===== src/rtl/tlc_sensor_conditioner_pkg.sv =====
// tlc_sensor_conditioner_pkg: shared light colours and lane-conditioner FSM states
// colors       : light encoding fed back from the controller (2'b11 is invalid, never green)
// lane_state_t : per-lane request state
package tlc_sensor_conditioner_pkg;
   typedef enum logic [1:0] {RED = 2'd0, YELLOW = 2'd1, GREEN = 2'd2} colors;
   typedef enum logic [1:0] {IDLE, ARMED, SERVING, FAULT} lane_state_t;
endpackage


===== src/rtl/tlc_lane_filter.sv =====
// tlc_lane_filter: one lane's synchronizer, debounce, request FSM and stuck-sensor detector
// clk, reset : system clock, synchronous active-high reset
// raw        : asynchronous loop-detector input
// light      : this lane's light, fed back from the controller
// sensor     : registered conditioned request
// fault      : sticky stuck-sensor flag
module tlc_lane_filter
   import tlc_sensor_conditioner_pkg::*;
#(
   parameter int DEB_CYCLES   = 3,
   parameter int STUCK_CYCLES = 64,
   parameter int CTR_W        = 7
) (
   input  logic  clk,
   input  logic  reset,
   input  logic  raw,
   input  colors light,
   output logic  sensor,
   output logic  fault
);
   localparam logic [CTR_W-1:0] DEB_LAST   = CTR_W'(DEB_CYCLES - 1);
   localparam logic [CTR_W-1:0] STUCK_LAST = CTR_W'(STUCK_CYCLES - 1);

   logic             s1, s2, filt, green;
   logic [CTR_W-1:0] deb_ctr, stuck_ctr;
   lane_state_t      state, state_n;

   assign green = light == GREEN;

   always_comb begin
      state_n = state;
      case (state)
         IDLE:    state_n = green ? SERVING : filt ? ARMED : IDLE;
         ARMED:   state_n = green ? SERVING : ARMED;
         SERVING: state_n = !green ? IDLE : (filt && stuck_ctr == STUCK_LAST) ? FAULT : SERVING;
         FAULT:   state_n = filt ? FAULT : IDLE;
         default: state_n = IDLE;
      endcase
   end

   always_ff @(posedge clk) begin
      if (reset) begin
         s1        <= 1'b0;
         s2        <= 1'b0;
         filt      <= 1'b0;
         deb_ctr   <= '0;
         stuck_ctr <= '0;
         state     <= IDLE;
         sensor    <= 1'b0;
         fault     <= 1'b0;
      end else begin
         s1 <= raw;
         s2 <= s1;
         if (s2 == filt) begin
            deb_ctr <= '0;
         end else if (deb_ctr == DEB_LAST) begin
            filt    <= s2;
            deb_ctr <= '0;
         end else begin
            deb_ctr <= deb_ctr + CTR_W'(1);
         end
         // counts only while staying in SERVING with the filtered level high
         stuck_ctr <= (state == SERVING && state_n == SERVING && filt)
                      ? ((stuck_ctr == STUCK_LAST) ? stuck_ctr : stuck_ctr + CTR_W'(1)) : '0;
         state  <= state_n;
         sensor <= (state == ARMED) || (filt && (state == IDLE || state == SERVING));
         fault  <= fault | (state_n == FAULT);
      end
   end
endmodule


===== src/rtl/tlc_sensor_conditioner.sv =====
// tlc_sensor_conditioner: conditions the three raw loop detectors into controller requests
// clk, reset                              : system clock, synchronous active-high reset
// ew_str_raw, ew_left_raw, ns_raw         : asynchronous raw detectors
// ew_str_light, ew_left_light, ns_light   : current lights from the controller
// ew_str_sensor, ew_left_sensor, ns_sensor: conditioned requests
// fault                                   : sticky stuck flags {ns, ew_left, ew_str}
module tlc_sensor_conditioner
   import tlc_sensor_conditioner_pkg::*;
#(
   parameter int DEB_CYCLES   = 3,
   parameter int STUCK_CYCLES = 64,
   parameter int CTR_W        = 7
) (
   input  logic       clk,
   input  logic       reset,
   input  logic       ew_str_raw,
   input  logic       ew_left_raw,
   input  logic       ns_raw,
   input  colors      ew_str_light,
   input  colors      ew_left_light,
   input  colors      ns_light,
   output logic       ew_str_sensor,
   output logic       ew_left_sensor,
   output logic       ns_sensor,
   output logic [2:0] fault
);
   tlc_lane_filter #(.DEB_CYCLES(DEB_CYCLES), .STUCK_CYCLES(STUCK_CYCLES), .CTR_W(CTR_W)) u_ew_str (
      .clk(clk), .reset(reset), .raw(ew_str_raw), .light(ew_str_light),
      .sensor(ew_str_sensor), .fault(fault[0])
   );

   tlc_lane_filter #(.DEB_CYCLES(DEB_CYCLES), .STUCK_CYCLES(STUCK_CYCLES), .CTR_W(CTR_W)) u_ew_left (
      .clk(clk), .reset(reset), .raw(ew_left_raw), .light(ew_left_light),
      .sensor(ew_left_sensor), .fault(fault[1])
   );

   tlc_lane_filter #(.DEB_CYCLES(DEB_CYCLES), .STUCK_CYCLES(STUCK_CYCLES), .CTR_W(CTR_W)) u_ns (
      .clk(clk), .reset(reset), .raw(ns_raw), .light(ns_light),
      .sensor(ns_sensor), .fault(fault[2])
   );
endmodule


===== config.mk =====
export PLATFORM = sky130hd
export DESIGN_NAME = tlc_sensor_conditioner
export DESIGN_NICKNAME = d
export VERILOG_FILES = /design/src/rtl/tlc_sensor_conditioner_pkg.sv /design/src/rtl/tlc_lane_filter.sv /design/src/rtl/tlc_sensor_conditioner.sv
export SDC_FILE = /design/constraint.sdc
export NUM_CORES = 1
export LEC_CHECK = 0
export ABC_AREA = 1
export CORE_AREA = 2 2 83 85
export DETAILED_ROUTE_END_ITERATION = 8
export DIE_AREA = 0 0 85 87
export GPL_ROUTABILITY_DRIVEN = 1
export MAX_ROUTING_LAYER = met4
export SLEW_MARGIN = 20
export SYNTH_ARGS = -nofsm -noshare
export SYNTH_HDL_FRONTEND = slang
export SYNTH_SLANG_ARGS = --single-unit

===== constraint.sdc =====
create_clock -name clk -period 2.41 [get_ports clk]
set_clock_uncertainty 0.2 [all_clocks]
set_input_delay 0.241 -clock clk [delete_from_list [all_inputs] [get_ports clk]]
set_output_delay 0.241 -clock clk [all_outputs]
set_load 0.01 [all_outputs]

# Yosys cells after proc, flatten, opt, wreduce, memory -nomap -nowiden
# Cells that the tools add are included.
dict set report totals {
  out_inout_bits 6
  reg_bits 63
}
dict set report op_classes {
  addsub 6
  n_bitwise 9
  reduce_logical 30
  muxes 21
  eq_ne 27
}
# operator count
set ops {}
lappend ops {{$add 7x1->7 const B} 6}
lappend ops {{$eq 2x2->1 const B} 15}
lappend ops {{$mux 2} 12}
lappend ops {{$pmux 2 s4} 3}
lappend ops {{$eq 7x2->1 const B} 3}
lappend ops {{$eq 7x6->1 const B} 3}
lappend ops {{$logic_and 1x1->1} 12}
lappend ops {{$reduce_or 3->1} 3}
lappend ops {{$eq 2x1->1 const B} 3}
lappend ops {{$logic_not 2->1} 3}
lappend ops {{$logic_or 1x1->1} 6}
lappend ops {{$mux 1} 6}
lappend ops {{$not 1->1} 6}
lappend ops {{$reduce_and 2->1} 3}
lappend ops {{$reduce_or 2->1} 3}
lappend ops {{$eq 1x1->1} 3}
lappend ops {{$or 1x1->1} 3}

# Logic depth before layout (Yosys ltp)
# Gate-level depths: netlist (run 1).
dict set report depth {
  ltp_word 10
  mapped_depth 8
  mapped_depth_nobuf 8
}

# Hierarchy
# From an unflattened synthesis (run 1), not the netlist that was laid out.
dict set report hier_totals {
  hier_cells 366
  area_unflattened_um2 2860.2
}
# mod n_inst cells_per_inst area_per_inst_um2 seq_area_each_um2
set modules_own_cells {}
lappend modules_own_cells {tlc_lane_filter 3 122 953.4 420.4}

# Least setup slack after synthesis (run 1)
# No wires, ideal clock.
dict set report synth_timing {
  kind {register to register}
  startpoint {register u_ew_str.stuck_ctr[0]}
  endpoint {register u_ew_str.stuck_ctr[6]}
  path_slack_ps 942
  setup_ps 121
  n_path_buf 0
  synth_period_minus_slack_ps 1468
  t_arrival_ps 1147
  stages_incl_launch_ff 9
  cell_sequence {dfxtp_1 ha_1 nand3_2 nor2_4 nand2_2 nand2_1 nand2_2 nand2_4 nor2_1}
}
dict set report synth_between {
  elab_chain_len 10
}
# element line
set synth_lines {}
lappend synth_lines {{start, declared} tlc_lane_filter.sv:25} ;# logic [CTR_W-1:0] deb_ctr, stuck_ctr;
lappend synth_lines {{start signal, assigned} tlc_lane_filter.sv:63} ;# stuck_ctr <= (state == SERVING && state_n == SERVING && filt)
lappend synth_lines {{$eq 7x6->1} {tlc_lane_filter.sv:35, tlc_lane_filter.sv:64}}
lappend synth_lines {{$logic_and 1x1->1} tlc_lane_filter.sv:35} ;# SERVING: state_n = !green ? IDLE : (filt && stuck_ctr == STUCK_LAST) ? FAULT : SERVING;
lappend synth_lines {{$mux 1} tlc_lane_filter.sv:35}
lappend synth_lines {{$mux 2} tlc_lane_filter.sv:35}
lappend synth_lines {{$pmux 2 s4} tlc_lane_filter.sv:32} ;# case (state)
lappend synth_lines {{$eq 2x2->1} tlc_lane_filter.sv:63}
lappend synth_lines {{$logic_and 1x1->1 (2 in a row)} tlc_lane_filter.sv:63}
lappend synth_lines {{$not 1->1 (no line)} n/a}
lappend synth_lines {{$reduce_or 2->1 (no line)} n/a}
# Several ways; a longest one is shown, not always the timed one.
# A chain may end at the register's enable or synchronous reset.

# Worst setup path after layout (run 1)
dict set report layout_timing {
  startpoint {register u_ew_left.fault}
  endpoint {output port fault[1]}
}
# element line
set layout_rtl {}
lappend layout_rtl {{start, declared} tlc_lane_filter.sv:19} ;# output logic fault
lappend layout_rtl {{start signal, assigned} tlc_lane_filter.sv:67} ;# fault <= fault | (state_n == FAULT);
lappend layout_rtl {{end, declared} tlc_sensor_conditioner.sv:25} ;# output logic [2:0] fault
# No word-level cell between the ends.

==> results.md, run 1 <==
* IO Count at 17
* Fill count at 657
* CP Cell Sequence: clkdlybuf4s50_1
* Routed Antenna Nets at 0
* Footprint of the multi-input gates at 1310 µm²
* Max_slew headroom at 82.2%
* Hold buffers post-CTS at 0
* GPL Wtd Cong at 0.834
* Tcrit/Tclk final at 68.5%
* Max Cap Viol at 0
* Initial antenna violation count at 0
* Final nets at 425
* Die X at 85 µm
* First-pass DRT Iterations at 4
* CP Buf/Inv Count at 1
* Max Slew Vio Count at 0
* Die Height at 87 µm
* Commonest cells in the netlist: nor2_1, nand2_1, dfxtp_1
* P_leak at 1.32 nW
* Mean Syn Cell Area at 7.42 µm²
* Vias at 2196
* Syn. warnings at 0
* Total Power at 1.88 mW
* Row Count at 30
* Core area at 6570 µm²
* Worst slew pin tran at 267 ps
* Critical Path Sink Type: output pin
* Asr flop ratio synth at 0%
* Routed vias/inst at 4.49
* Grt ovf at 0
* Minimum hold slack at 197 ps
* Initial Util at 43.2%
* Synth Register Bits at 63
* Cell taking the most area after synthesis: dfxtp_1
* WP data required at 1970 ps
* Synth area leaders: dfxtp_1, nor2_1, nand2_1, inv_1, ha_1
* Largest net degree at the start of global routing at 16
* Final WL at 4490 µm
* Outcome: finished clean
* DR iter-0 viols at 71
* Final setup viols at 0
* Cell Pwr Density at 582 nW/µm²
* CP max stage cell: clkdlybuf4s50_1
* WL/cell at 9.18 µm
* Critical path launch point type: flop
* Clk slew on worst S/H paths at 60 ps
* DPL Wire Length at 3330 µm
* Synthesis-to-finish area growth at 13.8%
* Crit path max fanout at 2
* CTS tree: yes
* RSZ-0062 raised after global routing: no
* Most frequent cell after synthesis: nor2_1
* Cell family with most CP delay: buffers and inverters
* Vias in the first global route at 2000
* Number of failing hold endpoints at the final stage at 0
* I/O Buffers at 16
* Inserted Clock Buffers at 9
* Htree depth at 3
* CTS Buffer Depth at 2
* Mapped Cells at 382
* Total Die Area at 7400 µm²
* Critical path's largest stage delay at 540 ps
* Cells resized by post-CTS repair at 0
* Crit Path Category: reg -> out
* Hold Path Class: reg -> reg
* Total GRT Usage at 14.0%
* Yosys top cell area share at 44.5%
* Peak supply drop at 341 µV
* Root buffer cell: clkbuf_8
* Sink Count at 63
* First-pass GRT wire length at 8090 µm
* Fin crit period at 1650 ps
* Setup Buffers After CTS at 0
* Core Util, Final at 49.1%
* Storage cell area at 1260 µm²
* Synthesized cell area at 2840 µm²
* DR DRC count at 0
* Worst EP arrival at 1210 ps
* Clk_lat worst skew at 330 ps
* Setup tns final at 0 ps
* Distinct cells, synth at 29
* Syn_nets at 402
* Fmax at 606 MHz
* Seq/Total Area, Yosys at 44.5%
* Post-synth EDFFs at 0
* Fraction of layout cells with a size suffix above 1 at 8.80%
* Dominant synthesized flop cell: dfxtp_1
* Ant. Diodes at 0
## per-layer routing
layer	up-vias	global-route usage [%]	wire length [µm]
met5	-	-	0
met1	938	16.8	2260
met2	26	21.7	2010
li1	1222	-	-
met3	10	2.84	128
met4	0	8.37	86
## stage by stage
step | area, µm² | instances | worst slack (ps)
3_3_place_gp | 3070 | 474 | 680
5_1_grt | 3230 | 489 | 616
4_1_cts | 3230 | 489 | 733
3_5_place_dp | 3070 | 474 | 674
2_1_floorplan | 2840 | 382 | 942
6_report | 3230 | 489 | 760
## sequential cells by signal, indices dropped and copies added, names as in the netlist, 2 cells and up
name and cells:
u_ew_left.stuck_ctr 7, u_ew_str.deb_ctr 7, u_ew_left.deb_ctr 7, u_ns.stuck_ctr 7, u_ew_left.state 2, u_ew_str.state 2
u_ns.state 2, u_ew_str.stuck_ctr 7, u_ns.deb_ctr 7
## cells in the final DEF (no fill, tap or decap)
cell | Yosys | routed
clkbuf_1 | 0 | 4
or2_2 | 4 | 4
a21oi_1 | 19 | 19
nand3b_1 | 1 | 1
nor4_1 | 1 | 1
nand2_1 | 64 | 64
nand3_2 | 5 | 5
clkdlybuf4s50_1 | 0 | 16
nand3_1 | 18 | 18
clkbuf_8 | 0 | 10
o21ai_0 | 6 | 6
inv_2 | 1 | 1
nor3_1 | 10 | 10
ha_1 | 9 | 9
nand2_2 | 6 | 6
o21ai_1 | 2 | 2
nand2_4 | 1 | 1
nor2_4 | 3 | 3
inv_1 | 60 | 60
nor3b_1 | 1 | 1
nand4_1 | 4 | 4
nor2_2 | 3 | 3
buf_4 | 4 | 1
xor2_1 | 9 | 9
o21ai_2 | 1 | 1
o21bai_1 | 1 | 1
clkinv_2 | 0 | 1
nor2_1 | 75 | 75
or3_1 | 1 | 1
xnor2_1 | 7 | 7
dfxtp_1 | 63 | 63
o31ai_1 | 2 | 2
## worst register-to-register path: stages (launching register included)
cell and delay [ps]:
dfxtp_1 370, ha_1 220, nand3_2 140, nor2_4 220, nand2_2 60, nand2_1 70
nand2_2 90, nand2_4 110, nor2_1 40
## logic make-up after synthesis
kind of cell / Yosys count / share of synthesized area, %
simple gates: 197 / 31.4
fa+ha+maj: 9 / 3.97
buf+inv: 66 / 9.31
compound gates: 31 / 5.87
flops: 63 / 44.5
xor+xnor: 16 / 4.94
## report_power, final
| part | switching [mW] | total [mW] | internal, mW |
|---|---|---|---|
| logic | 0.0335 | 0.0647 | 0.0312 |
| clock network | 0.356 | 0.752 | 0.396 |
| registers | 0.00757 | 1.06 | 1.05 |
## cell type report
cell class,count,share of cell area (%)
sequential,63,39.1
multi-input combinational,253,40.6
timing repair buffer,17,5.20
clock buffer,14,4.73
tap,80,3.10
inverter,61,7.10
clock inverter,1,0.155
## worst paths after layout
check	start	endpoint	slack [ps]	cells past startpoint
worst max-delay path	u_ew_left.fault	fault[1]	760	1
worst min-delay path	u_ns.s1	u_ns.s2	200	2
worst max register to register	u_ew_str.stuck_ctr[0]	u_ew_str.stuck_ctr[6]	780	8
worst min register to register	u_ns.s1	u_ns.s2	200	2
No activity file was read; power rests on OpenSTA's default activity.
==> run 2: changes to the inputs <==
- clock period: 2.41 -> 1.55 ns (I/O delays scaled with it)
==> run 2 against run 1 <==
Effect of this change: critical path depth unchanged; die area stayed put; design area increased by 6.7%; non-clock buffer count is 21 higher; clock power is 52% higher; combinational power increased by 65%; largest cell class unchanged; highest routed layer unchanged.
==> results.md, run 2 (same netlist as run 1, synthesis figures left out) <==
* Outcome: finished clean
* Inserted Clock Buffers at 9 (unchanged)
* Number of failing hold endpoints at the final stage at 0 (unchanged)
* Final nets at 446 (+4.9%)
* Start of the worst register-to-register path: u_ew_left.stuck_ctr[1]
* Die Height at 87 µm (unchanged)
* Total Die Area at 7400 µm² (unchanged)
* Combinational Power Share at 3.7% (+0.3 points)
* Row Count at 30 (unchanged)
* Fmax at 656 MHz
* Critical Path Sink Type: output pin
* Critical Path Stages at 1 (unchanged)
* Tcrit/Tclk final at 98.3%
* Hold Path Stages at 3 (+1)
* Setup WS post-layout at 25.6 ps (-734 ps)
* Net switching power at 0.618 mW (+56%)
* First-pass GRT wire length at 8390 µm (+3.7%)
* Critical path launch point type: flop
* Cell Pwr Density at 842 nW/µm² (+45%)
* Synthesis-to-finish area growth at 21.4%
* Initial Util at 43.2% (unchanged)
* Max Cap Viol at 0 (unchanged)
* Vias at 2301 (+4.8%)
* Ant. Diodes at 0 (unchanged)
* Grt ovf at 0 (unchanged)
* Final setup viols at 0 (unchanged)
* Crit path max fanout at 1 (-1)
* Routed vias/inst at 4.53 (+0.86%)
* DR DRC count at 0 (unchanged)
* CTS tree: yes
* Critical R2R Capture: u_ew_left.stuck_ctr[5]
* Sink Count at 63 (unchanged)
* Critical path's largest stage delay at 530 ps (about the same)
* Peak supply drop at 484 µV (+42%)
* WP data required at 1190 ps (-780 ps)
* Routed Antenna Nets at 0 (unchanged)
* CP Cell Sequence: clkdlybuf4s50_1
* Leading cell type in the layout, fill and taps excluded: nor2_1
* Final WL at 4800 µm (+7.0%)
* Worst slew pin tran at 254 ps (-12.5 ps)
* DPL Wire Length at 3460 µm (+4.1%)
* Htree depth at 3 (unchanged)
* Total GRT Usage at 14.4% (+0.43 points)
* Cell family with most CP delay: buffers and inverters
* Hold endpoint: u_ew_str.s1
* WL/cell at 9.45 µm (+3.0%)
* Worst EP arrival at 1170 ps (-40 ps)
* Minimum hold slack at 142 ps (-55.8 ps)
* Clk slew on worst S/H paths at 60 ps (about the same)
* P_leak at 1.45 nW (+9.6%)
* Reg2reg setup slack at 80 ps (-700 ps)
* First-pass DRT Iterations at 4 (unchanged)
* Switching share of power at 21.3% (+0.16 points)
* Clock power share at 39.4% (-0.6 points)
* Fin crit period at 1520 ps
* Hold Path Class: in -> reg
* CP max stage cell: clkdlybuf4s50_1
* Max_slew headroom at 82.9% (+0.73 points)
* Max Slew Vio Count at 0 (unchanged)
* Crit Path Category: reg -> out
* Vias in the first global route at 2093 (+4.7%)
* Fraction of layout cells with a size suffix above 1 at 16.8% (+8.0 points)
* CP Buf/Inv Count at 1 (unchanged)
* Clk_lat worst skew at 330 ps (about the same)
* Die X at 85 µm (unchanged)
* RSZ-0062 raised after global routing: yes
* Worst r2r path cells at 8 (unchanged)
* Initial antenna violation count at 0 (unchanged)
* CTS Buffer Depth at 2 (unchanged)
* Place WS at -85.3 ps (-759 ps)
* Most frequent cells in the layout: nor2_1, nand2_1, inv_1
* Setup tns final at 0 ps (unchanged)
* Largest net degree at the start of global routing at 12 (-4)
* IO Count at 17 (unchanged)
* P_int at 2.28 mW (+54%)
* I/O Buffers at 16 (unchanged)
* Critical hold path startpoint: ew_str_raw
* DR iter-0 viols at 89 (+25%)
* GPL Wtd Cong at 0.825 (-1.0%)
* Core area at 6570 µm² (unchanged)
* Sequential share of power at 56.9% (+0.4 points)
* Root buffer cell: clkbuf_8
## run 2: cell type report
| cell class | count | area (µm²) |
|---|---|---|
| clock buffers | 11 | 141 |
| fillers | 629 | 3130 |
| multi-input cells | 253 | 1370 |
| clock inverters | 2 | 10.0 |
| flip-flops and latches | 63 | 1270 |
| repair buffers | 38 | 324 |
| inverters | 61 | 229 |
| well taps | 80 | 100 |
## run 2: per-layer routing
| layer | track usage [%] | wire length, µm | vias to the layer above |
|---|---|---|---|
| met2 | 22.6 | 2200 | 20 |
| met3 | 3.13 | 121 | 9 |
| li1 | - | - | 1262 |
| met5 | - | 0 | - |
| met1 | 17.4 | 2370 | 1010 |
| met4 | 7.79 | 106 | 0 |
## run 2: how the worst max path moves through the flow
| stage | startpoint | endpoint | slack, ps |
|---|---|---|---|
| 2_1_floorplan | u_ew_str.stuck_ctr[0] | u_ew_str.stuck_ctr[6] | 80 |
| 3_3_place_gp | ew_left_light[1] | u_ew_left.stuck_ctr[6] | -30 |
| 3_5_place_dp | ns_light[1] | u_ns.stuck_ctr[4] | -90 |
| 4_1_cts | u_ns.stuck_ctr[0] | u_ns.stuck_ctr[4] | 8 |
| 5_1_grt | u_ew_left.stuck_ctr[1] | u_ew_left.stuck_ctr[6] | -20 |
| 6_report | u_ew_str.sensor | ew_str_sensor | 30 |
## run 2: what timing repair did
item | 4_1_cts | 5_1_grt
endpoints found under the setup margin | 4 | 29
pin swaps | 2 | 10
buffers inserted | 0 | 4
hold buffers | 0 | 0
gates resized for setup | 3 | 19
## run 2: per-stage QoR
| step | utilization (%) | power, mW | cell area [µm²] | cells |
|---|---|---|---|---|
| floorplan | - | 1.74 | 2840 | 382 |
| global placement | 48.6 | 1.79 | 3200 | 491 |
| detailed placement | 48.6 | 1.79 | 3200 | 491 |
| CTS | 50.9 | 2.95 | 3340 | 504 |
| global route | 52.4 | 3.03 | 3440 | 508 |
| finish | 52.4 | 2.90 | 3440 | 508 |
## run 2: power by group through the flow
stage	Sequential, mW	Clock, mW	Combinational [mW]
2_1_floorplan	1.68	0	0.0601
3_3_place_gp	1.68	0	0.108
3_5_place_dp	1.68	0	0.109
4_1_cts	1.65	1.20	0.109
5_1_grt	1.65	1.25	0.121
6_report	1.65	1.14	0.107
==> run 3: changes to the inputs <==
- ABC_AREA: 1 -> unset
- CORE_AREA: 2 2 83 85 -> 2 2 79 81
- DIE_AREA: 0 0 85 87 -> 0 0 81 83
==> run 3 against run 2 <==
Effect of this change: the run now ends with setup timing left; total power up 2.7%; global-route usage up 2.0 points; fmax down 4.3%; setup slack worse by 68 ps; combinational power about the same; largest cell class unchanged.
==> results.md, run 3 <==
* Cell taking the most area after synthesis: dfxtp_1
* Routed vias/inst at 4.94 (+9.2%)
* Reg2reg setup slack at -40 ps (-120 ps)
* Crit Path Category: reg -> reg
* Fill count at 558 (-11%)
* Peak supply drop at 489 µV (+1.1%)
* Hold buffers post-CTS at 0 (unchanged)
* Initial Util at 43.8% (+0.66 points)
* Asr flop ratio synth at 0% (unchanged)
* Synthesized cell area at 2550 µm² (-10%)
* DPL Wire Length at 3260 µm (-5.8%)
* Row Count at 28 (-6.7%)
* Vias in the first global route at 1911 (-8.7%)
* Critical path launch point type: flop
* WL/cell at 11.7 µm (+24%)
* Critical R2R Capture: u_ns.filt
* Fin crit period at 1590 ps (+67.8 ps)
* IO Count at 17 (unchanged)
* Fmax at 628 MHz (-4.3%)
* Setup WS post-layout at -42.2 ps (-67.8 ps)
* Most frequent cell after synthesis: dfxtp_1
* Die Height at 83 µm (-4.6%)
* RSZ-0062 raised after global routing: yes
* Grt ovf at 0 (unchanged)
* Synth Register Bits at 63 (unchanged)
* Final nets at 355 (-20%)
* Leading cell type in the layout, fill and taps excluded: dfxtp_1
* Max Cap Viol at 0 (unchanged)
* Distinct cells, synth at 33 (+14%)
* CP Cell Sequence: or4_4 > or3_4 > a21oi_2
* GPL Wtd Cong at 0.746 (-9.6%)
* Mean Syn Cell Area at 9.27 µm² (+25%)
* Sink Count at 63 (unchanged)
* Worst r2r path cells at 3 (-5)
* Max Slew Vio Count at 0 (unchanged)
* Number of failing hold endpoints at the final stage at 0 (unchanged)
* Commonest cells in the netlist: dfxtp_1, nor2_1, nand2_1
* DR DRC count at 0 (unchanged)
* Syn. warnings at 0 (unchanged)
* Outcome: complete, but fails checks
* Fraction of layout cells with a size suffix above 1 at 27.2% (+10 points)
* I/O Buffers at 16 (unchanged)
* Final WL at 4850 µm (+0.92%)
* Start of the worst register-to-register path: u_ns.deb_ctr[2]
* Initial antenna violation count at 0 (unchanged)
* Violated checks: setup timing
* First-pass DRT Iterations at 4 (unchanged)
* Worst slew pin tran at 302 ps (+47.3 ps)
* Total GRT Usage at 16.5% (+2.0 points)
* Fin area at 3360 µm² (-2.3%)
* Mapped Cells at 275 (-28%)
* Max_slew headroom at 79.7% (-3.2 points)
* Routed Antenna Nets at 0 (unchanged)
* Final setup viols at 9 (+9)
* DR iter-0 viols at 58 (-35%)
* Most frequent cells in the layout: dfxtp_1, buf_4, nor2_1
* Placed Area at 3070 µm² (-4.0%)
* Inserted Clock Buffers at 9 (unchanged)
* WP data required at 1630 ps (+440 ps)
* Root buffer cell: clkbuf_8
* Seq/Total Area, Yosys at 49.5% (+5.0 points)
* Largest net degree at the start of global routing at 13 (+1)
* Cell Pwr Density at 886 nW/µm² (+5.2%)
* Worst EP arrival at 1670 ps (+500 ps)
* Yosys top cell area share at 49.5% (+5.0 points)
* P_leak at 1.24 nW (-15%)
* Post-synth EDFFs at 0 (unchanged)
* Critical Path Sink Type: flop
* Synth area leaders: dfxtp_1, xor2_1, ha_1, nor2_1, nand3_1
* Ant. Diodes at 0 (unchanged)
* Clk slew on worst S/H paths at 60 ps (about the same)
* Vias at 2042 (-11%)
* Syn_nets at 295 (-27%)
* Synthesis-to-finish area growth at 32.0%
* Tcrit/Tclk final at 103% (+4.4 points)
* Dominant synthesized flop cell: dfxtp_1
* Critical path launch point: u_ns.deb_ctr[2]
* Crit path max fanout at 3 (+2)
* Minimum hold slack at 166 ps (+24.8 ps)
* CP Capture Point: u_ns.filt
* Clk_lat worst skew at 340 ps (about the same)
* Setup Buffers After CTS at 0 (unchanged)
* Core area at 5820 µm² (-11%)
* CTS Buffer Depth at 2 (unchanged)
* CP max stage cell: or4_4
* CTS tree: yes
* Critical path's largest stage delay at 560 ps (+30 ps)
* Hold Path Class: in -> reg
* Htree depth at 3 (unchanged)
* First-pass GRT wire length at 8290 µm (-1.2%)
* Total Die Area at 6720 µm² (-9.1%)
* Die X at 81 µm (-4.7%)
[run 3: kinds of logic (layout without fill, tap and decap cells)]
kind of cell,after synthesis,count (layout),share of synthesized area (%)
xor gates and xnor gates,21,21,7.22
AOI/OAI and AO/OA,48,48,12.0
and+or+nand+nor,117,117,23.8
adders and majority gates,9,9,4.42
DFF,63,63,49.5
buffers and inverters,17,80,3.09
[run 3: worst min-delay path by stage]
stage / startpoint / end / slack (ps) / cells past startpoint
final: ns_raw / u_ns.s1 / 170 / 2
after global routing: ns_raw / u_ns.s1 / 170 / 2
after CTS: ns_raw / u_ns.s1 / 150 / 2
after detailed placement: u_ns.s1 / u_ns.s2 / 230 / 1
after global placement: u_ew_left.s1 / u_ew_left.s2 / 220 / 1
after floorplan: ew_left_raw / u_ew_left.s1 / 80 / 1
[run 3: what timing repair did]
| action | in CTS | in global routing |
|---|---|---|
| gates resized for setup | 8 | 35 |
| pin swaps | 0 | 9 |
| endpoints found under the setup margin | 15 | 42 |
[run 3: layout make-up]
cell class | count | area, µm² | share of cell area [%]
Multi-Input combinational cell | 195 | 1330 | 39.6
Sequential cell | 63 | 1270 | 37.7
Tap cell | 75 | 93.8 | 2.79
Clock buffer | 13 | 159 | 4.72
Clock inverter | 1 | 5.00 | 0.149
Timing Repair Buffer | 57 | 472 | 14.0
Inverter | 9 | 33.8 | 1.00
[run 3: worst max-delay path, delay by kind of cell, from the launching register on]
family,cells,cell delay [ps]
and+or+nand+nor,2,900
DFF,1,320
AOI/OAI and AO/OA,1,110
[run 3: stage by stage]
step           total power, mW  util (%)  TNS [ps]  worst slack [ps]  cells
2_1_floorplan             1.71         -         0              14.2    275
3_3_place_gp              1.77      52.8     -3490              -310    399
3_5_place_dp              1.77      52.8     -4040              -343    399
4_1_cts                   3.02      55.8     -25.2             -16.9    413
5_1_grt                   3.11      57.8     -1100             -84.3    413
6_report                  2.98      57.8     -98.9             -42.2    413
[run 3: routing by layer]
layer	up-vias	global-route usage [%]	share of wire, %
met1	937	21.2	50
met2	27	22.8	46
met4	0	9.24	1.7
met5	-	-	0
li1	1071	-	-
met3	7	4.89	3.1
[run 3: report_power, final]
group	switching, mW	total (mW)	internal [mW]	leakage, nW
combinational	0.0475	0.106	0.0587	0.640
clock	0.585	1.23	0.648	0.0854
sequential	0.00768	1.64	1.63	0.512
==> RTL change 1 (flow settings as in run 2) <==
Reset style: asynchronous (`reset`), changed in one clocked block. Comments in the files are not updated.
--- a/src/rtl/tlc_lane_filter.sv
+++ b/src/rtl/tlc_lane_filter.sv
@@ -39,5 +39,5 @@
    end
 
-   always_ff @(posedge clk) begin
+   always_ff @(posedge clk or posedge reset) begin
       if (reset) begin
          s1        <= 1'b0;
Check against the original RTL: differs if reset is asserted again (counterexample within 10 cycles, from zero or initial values and one cycle with reset high); with reset held inactive, the same outputs for 10 cycles.
==> RTL change 1 against run 2 <==
  * Area after synthesis rose by 3.0%
  * Routed wire length fell by 0.98%
  * Sequential share of layout area rose by 8.1 points
  * Synthesized cell count fell by 14%
  * Design area rose by 1.9%
  * Global-route usage rose by 0.67 points
  * Worst setup slack improved by 72 ps
  * Non-clock buffer count fell by 9
  * Final cell count fell by 12%
  * Sequential cell count did not move
  * Critical path type is now reg2reg
  * Critical endpoint is now u_ew_left.deb_ctr[6]$_DFF_PP0_
  * Largest cell class is now registers
Power is not compared: it rests on default switching activity, and its combinational part moved more than twofold at a synthesized area within 25%.
==> RTL change 1: results (changes against run 2) <==
viasPerCell: 4.77  # was 4.53
fillers: 594  # was 629
dp_hpwl_um: 3460  # about the same
synth_fa_ha_area_frac: 0.0386  # was 0.0397
synth_edf_count: 0  # unchanged
grt_pass1_vias: 2004  # was 2093
postPlaceCellArea_um2: 3280  # was 3200 µm²
yosys_warnings: 0  # unchanged
hold_end: "u_ew_str.s1$_DFF_PP0_"  # was u_ew_str.s1$_SDFF_PP0_
use_met1: 0.185  # was 0.174
diodes: 0  # unchanged
grt_max_degree: 31  # was 12
fmax_ghz: 0.688  # was 0.656 GHz
synthDistinctLibCells: 20  # was 29
rrSetupSlack_ps: 100  # was 80 ps
status: "finished clean"  # unchanged
r2r-end: "u_ew_left.deb_ctr[6]$_DFF_PP0_"  # was u_ew_left.stuck_ctr[5]$_SDFFE_PP0P_
syn_nets: 347  # was 402
grt_pass1_wl_um: 8490  # was 8390 µm
root_buffer: "clkbuf_8"  # unchanged
met3_usage: 0.0464  # was 0.0313
synth_cells: 327  # was 382
drtIter0Drc: 94  # was 89
synth_compound_area_frac: 0.0476  # was 0.0587
hold_path_depth: 1  # was 3
startpoint: "u_ew_left.deb_ctr[1]$_DFF_PP0_"  # was u_ew_str.sensor$_SDFF_PP0_
dpl_worst_slack_ps: -37.0  # was -85.3 ps
grt.total_usage: 0.151  # was 0.144
use_met2: 0.227  # was 0.226
synth_top_family_by_area: "simple AND/OR/NAND/NOR gates"  # unchanged
ys_async_sr_fraction: 1.00  # was 0
synth_xor_area_frac: 0.0450  # was 0.0494
nets: 384  # was 446
dp.cells: 432  # was 491
synth-seq-area-share: 0.540  # was 0.445
wire_per_inst_um: 10.6  # was 9.45 µm
netlist_top_cells_count: "dfrtp_1, nor2_1, inv_1"  # was nor2_1, nand2_1, dfxtp_1
crit_end: "u_ew_left.deb_ctr[6]$_DFF_PP0_"  # was ew_str_sensor
synth_area_leaders: "dfrtp_1, nor2_1, inv_1"  # was dfxtp_1, nor2_1, nand2_1
==> RTL change 1: power breakdown <==
part	switching [mW]	total, mW	internal, mW
Combinational	0.503	0.839	0.337
Clock	0.594	1.41	0.813
Sequential	0.212	2.07	1.86
Total	1.31	4.32	3.01
==> RTL change 1: critical path: stages, from the launching register on <==
cell	delay [ps]
dfrtp_1	400
ha_1	210
nand3_1	120
nor2_1	200
nand3_1	100
nand3_1	80
nor2_1	40
==> RTL change 1: cell type report <==
cell class                 count  area, µm²  area share
clock inverter                 4       45.0      0.0128
sequential                    63       1580       0.449
multi-input combinational    208       1150       0.328
timing repair buffer          29        282      0.0802
clock buffer                  11        151      0.0432
tap                           80        100      0.0285
inverter                      53        203      0.0578
==> RTL change 1: layer usage <==
layer	wire length, µm	up-vias
met2	2140	26
met4	85	0
met1	2380	988
met3	152	6
met5	0	-
li1	-	1116
==> RTL change 1: what timing repair did <==
item,CTS,global route
resized for setup,5,7
hold buffers,1,0
endpoints found under the hold margin,11,0
endpoints found under the setup margin,5,15
==> RTL change 2 (config.mk and constraints of run 2) <==
Made on the original files. `STUCK_CYCLES` is set to 64 in 2 places; all go to 32.
--- a/src/rtl/tlc_lane_filter.sv
+++ b/src/rtl/tlc_lane_filter.sv
@@ -9,5 +9,5 @@
 #(
    parameter int DEB_CYCLES   = 3,
-   parameter int STUCK_CYCLES = 64,
+   parameter int STUCK_CYCLES = 32,
    parameter int CTR_W        = 7
 ) (
--- a/src/rtl/tlc_sensor_conditioner.sv
+++ b/src/rtl/tlc_sensor_conditioner.sv
@@ -9,5 +9,5 @@
 #(
    parameter int DEB_CYCLES   = 3,
-   parameter int STUCK_CYCLES = 64,
+   parameter int STUCK_CYCLES = 32,
    parameter int CTR_W        = 7
 ) (
Formal check against the unedited RTL: no difference found for any inputs over 10 cycles, from zero or initial values and one cycle with reset high; that may be too few to reach the edited logic, so the function may still have changed.
==> RTL change 2 against run 2 <==
  * Area after synthesis increased by 3.4%
  * Design area increased by 1.9%
  * Final cell count increased by 0.20%
  * Routed wire length increased by 4.5%
  * Combinational power increased by 6%
  * Sequential cell count unchanged
  * Worst setup slack improved by 71 ps
  * Non-clock buffer count decreased by 11
  * Total power increased by 8.1%
  * Register-to-register slack improved by 20 ps
  * First-iteration DRC count decreased by 18%
  * Sequential share of layout area decreased by 0.50 points
  * Global-route usage increased by 0.99 points
  * Critical path type is now reg2reg
  * Critical endpoint is now u_ew_left.fault$_SDFF_PP0_
  * Largest cell class unchanged
==> RTL change 2: results (changes against run 2) <==
wl_met3_um: 145  # was 121 µm
viasPerCell: 4.68  # was 4.53
status: "finished clean"  # unchanged
synthMuxAreaShare: 0  # unchanged
cpPeakStageDelay_ps: 360  # was 530 ps
synth_xor_area_frac: 0.0418  # was 0.0494
crit_required_ps: 1630  # was 1190 ps
synth_compound_area_frac: 0.0563  # was 0.0587
drt-pass1-iter-count: 4  # unchanged
wl_met2_um: 2250  # was 2200 µm
synth_area_leaders: "dfxtp_1, nand2_1, nor2_1"  # was dfxtp_1, nor2_1, nand2_1
holdWs_ps: 129  # was 142 ps
worst-path-max-fanout: 9  # was 1
r2r_start: "u_ew_left.stuck_ctr[0]$_SDFFE_PP0P_"  # was u_ew_left.stuck_ctr[1]$_SDFFE_PP0P_
drtIter0Drc: 73  # was 89
antenna_found_initial: 0  # unchanged
synthDistinctLibCells: 31  # was 29
met3_usage: 0.0360  # was 0.0313
ir_drop_v: 0.000588  # was 0.000484 V
grt_max_degree: 13  # was 12
drive_gt1_frac: 0.170  # was 0.168
crit_path_top_delay_cell: "dfxtp_4"  # was clkdlybuf4s50_1
p_leak_nw: 1.51  # was 1.45 nW
cts_buffer_depth: 2  # unchanged
dp_hpwl_um: 3650  # was 3460 µm
clkSlewWorstSetupHoldPaths_ps: 70
synth_fa_ha_area_frac: 0.0384  # was 0.0397
grt.total_usage: 0.154  # was 0.144
use_met2: 0.246  # was 0.226
slew_headroom: 0.814  # was 0.829
hold_end: "u_ew_str.s1$_SDFF_PP0_"  # unchanged
wirelength_um: 5020  # was 4800 µm
hold_path.class: "in2reg"  # unchanged
netlist_top_cells_count: "nand2_1, dfxtp_1, nor2_1"  # was nor2_1, nand2_1, dfxtp_1
grt_pass1_vias: 2207  # was 2093
clock_latency_ps: 330  # about the same
h-tree-depth: 3  # unchanged
internal-power_mw: 2.47  # was 2.28 mW
stdcell_count: 509  # was 508
root_buffer: "clkbuf_8"  # unchanged
top_layer: "met4"  # unchanged
diodes: 0  # unchanged
r2r_cells: 7  # was 8
synth.largest_area_cell: "dfxtp_1"  # unchanged
syn_nets: 411  # was 402
cts_made_buffers: 9  # unchanged
nets: 444  # was 446
use_met1: 0.179  # was 0.174
r2r-end: "u_ew_left.fault$_SDFF_PP0_"  # was u_ew_left.stuck_ctr[5]$_SDFFE_PP0P_
synth.avg_cell_area_um2: 7.50  # was 7.42 µm²
critPathTopFamily: "simple AND/OR/NAND/NOR gates"  # was buffers and inverters
synth-seq-area-share: 0.430  # was 0.445
wl_met1_um: 2490  # was 2370 µm
yosys_warnings: 0  # unchanged
rrSetupSlack_ps: 100  # was 80 ps
grt_pass1_wl_um: 8930  # was 8390 µm
gp_congestion: 0.824  # was 0.825
hold_path_depth: 3  # unchanged
dp.cells: 492  # was 491
==> RTL change 2: changes by cell type in the layout (fill, tap and decap cells not counted), sizes merged, moves of 4 or more <==
cell,delta
nor3b,+4
buf,-11
a21oi,-4
nand2,+7
nor2,-11
nand3,+10
inv,-5
nor3,+7
==> RTL change 2: what timing repair did <==
item,4_1_cts,5_1_grt
setup endpoints to repair,5,34
hold buffers,0,0
setup buffers,0,1
gates cloned,0,0
pin swaps,0,5
endpoints found under the hold margin,0,0
resized for setup,5,24
==> RTL change 2: power by group through the flow <==
stage	clock [mW]	combinational (mW)	sequential, mW
6_report	1.37	0.113	1.65
3_5_place_dp	0	0.112	1.68
2_1_floorplan	0	0.0605	1.68
3_3_place_gp	0	0.111	1.68
5_1_grt	1.49	0.129	1.65
4_1_cts	1.42	0.111	1.65
==> RTL change 2: final cells by class <==
class	instances	area (µm²)
Fill cell	636	3060
Multi-Input combinational cell	267	1490
Sequential cell	63	1270
Timing Repair Buffer	27	239
Inverter	56	210
Clock buffer	12	145
Tap cell	80	100
Clock inverter	4	45.0
==> RTL change 2: kinds of logic (layout without fill, tap and decap cells) <==
| group | after synthesis | count (layout) |
|---|---|---|
| adder cells (fa/ha/maj) | 9 | 9 |
| XOR/XNOR | 14 | 14 |
| flip-flops | 63 | 63 |
| AO/OA/AOI/OAI | 29 | 29 |
| buffers and inverters | 61 | 99 |
| AND/OR/NAND/NOR | 215 | 215 |
==> RTL change 2: worst max-delay path by stage <==
stage / startpoint / end / slack (ps) / depth (start not counted)
after floorplan: u_ew_str.stuck_ctr[0]$_SDFFE_PP0P_ / u_ew_str.stuck_ctr[6]$_SDFFE_PP0P_ / 120 / 8
after global placement: ew_str_light[1] / u_ew_str.stuck_ctr[2]$_SDFFE_PP0P_ / -30 / 9
after detailed placement: ew_left_light[1] / u_ew_left.stuck_ctr[0]$_SDFFE_PP0P_ / -90 / 5
after CTS: u_ew_left.sensor$_SDFF_PP0_ / ew_left_sensor / 0.7 / 1
after global routing: u_ew_left.stuck_ctr[0]$_SDFFE_PP0P_ / u_ew_left.stuck_ctr[0]$_SDFFE_PP0P_ / -10 / 7
final: u_ew_left.stuck_ctr[0]$_SDFFE_PP0P_ / u_ew_left.fault$_SDFF_PP0_ / 100 / 7
==> RTL change 2: through the flow <==
| stage | setup TNS [ps] | setup slack, ps | util | instance area [µm²] |
|---|---|---|---|---|
| 6_report | 0 | 96.4 | 0.534 | 3510 |
| 5_1_grt | -12.1 | -12.1 | 0.534 | 3510 |
| 4_1_cts | 0 | 0.725 | 0.520 | 3420 |
| 3_5_place_dp | -858 | -85.3 | 0.492 | 3230 |
| 3_3_place_gp | -272 | -25.1 | 0.492 | 3230 |
| 2_1_floorplan | 0 | 119 | - | 2930 |
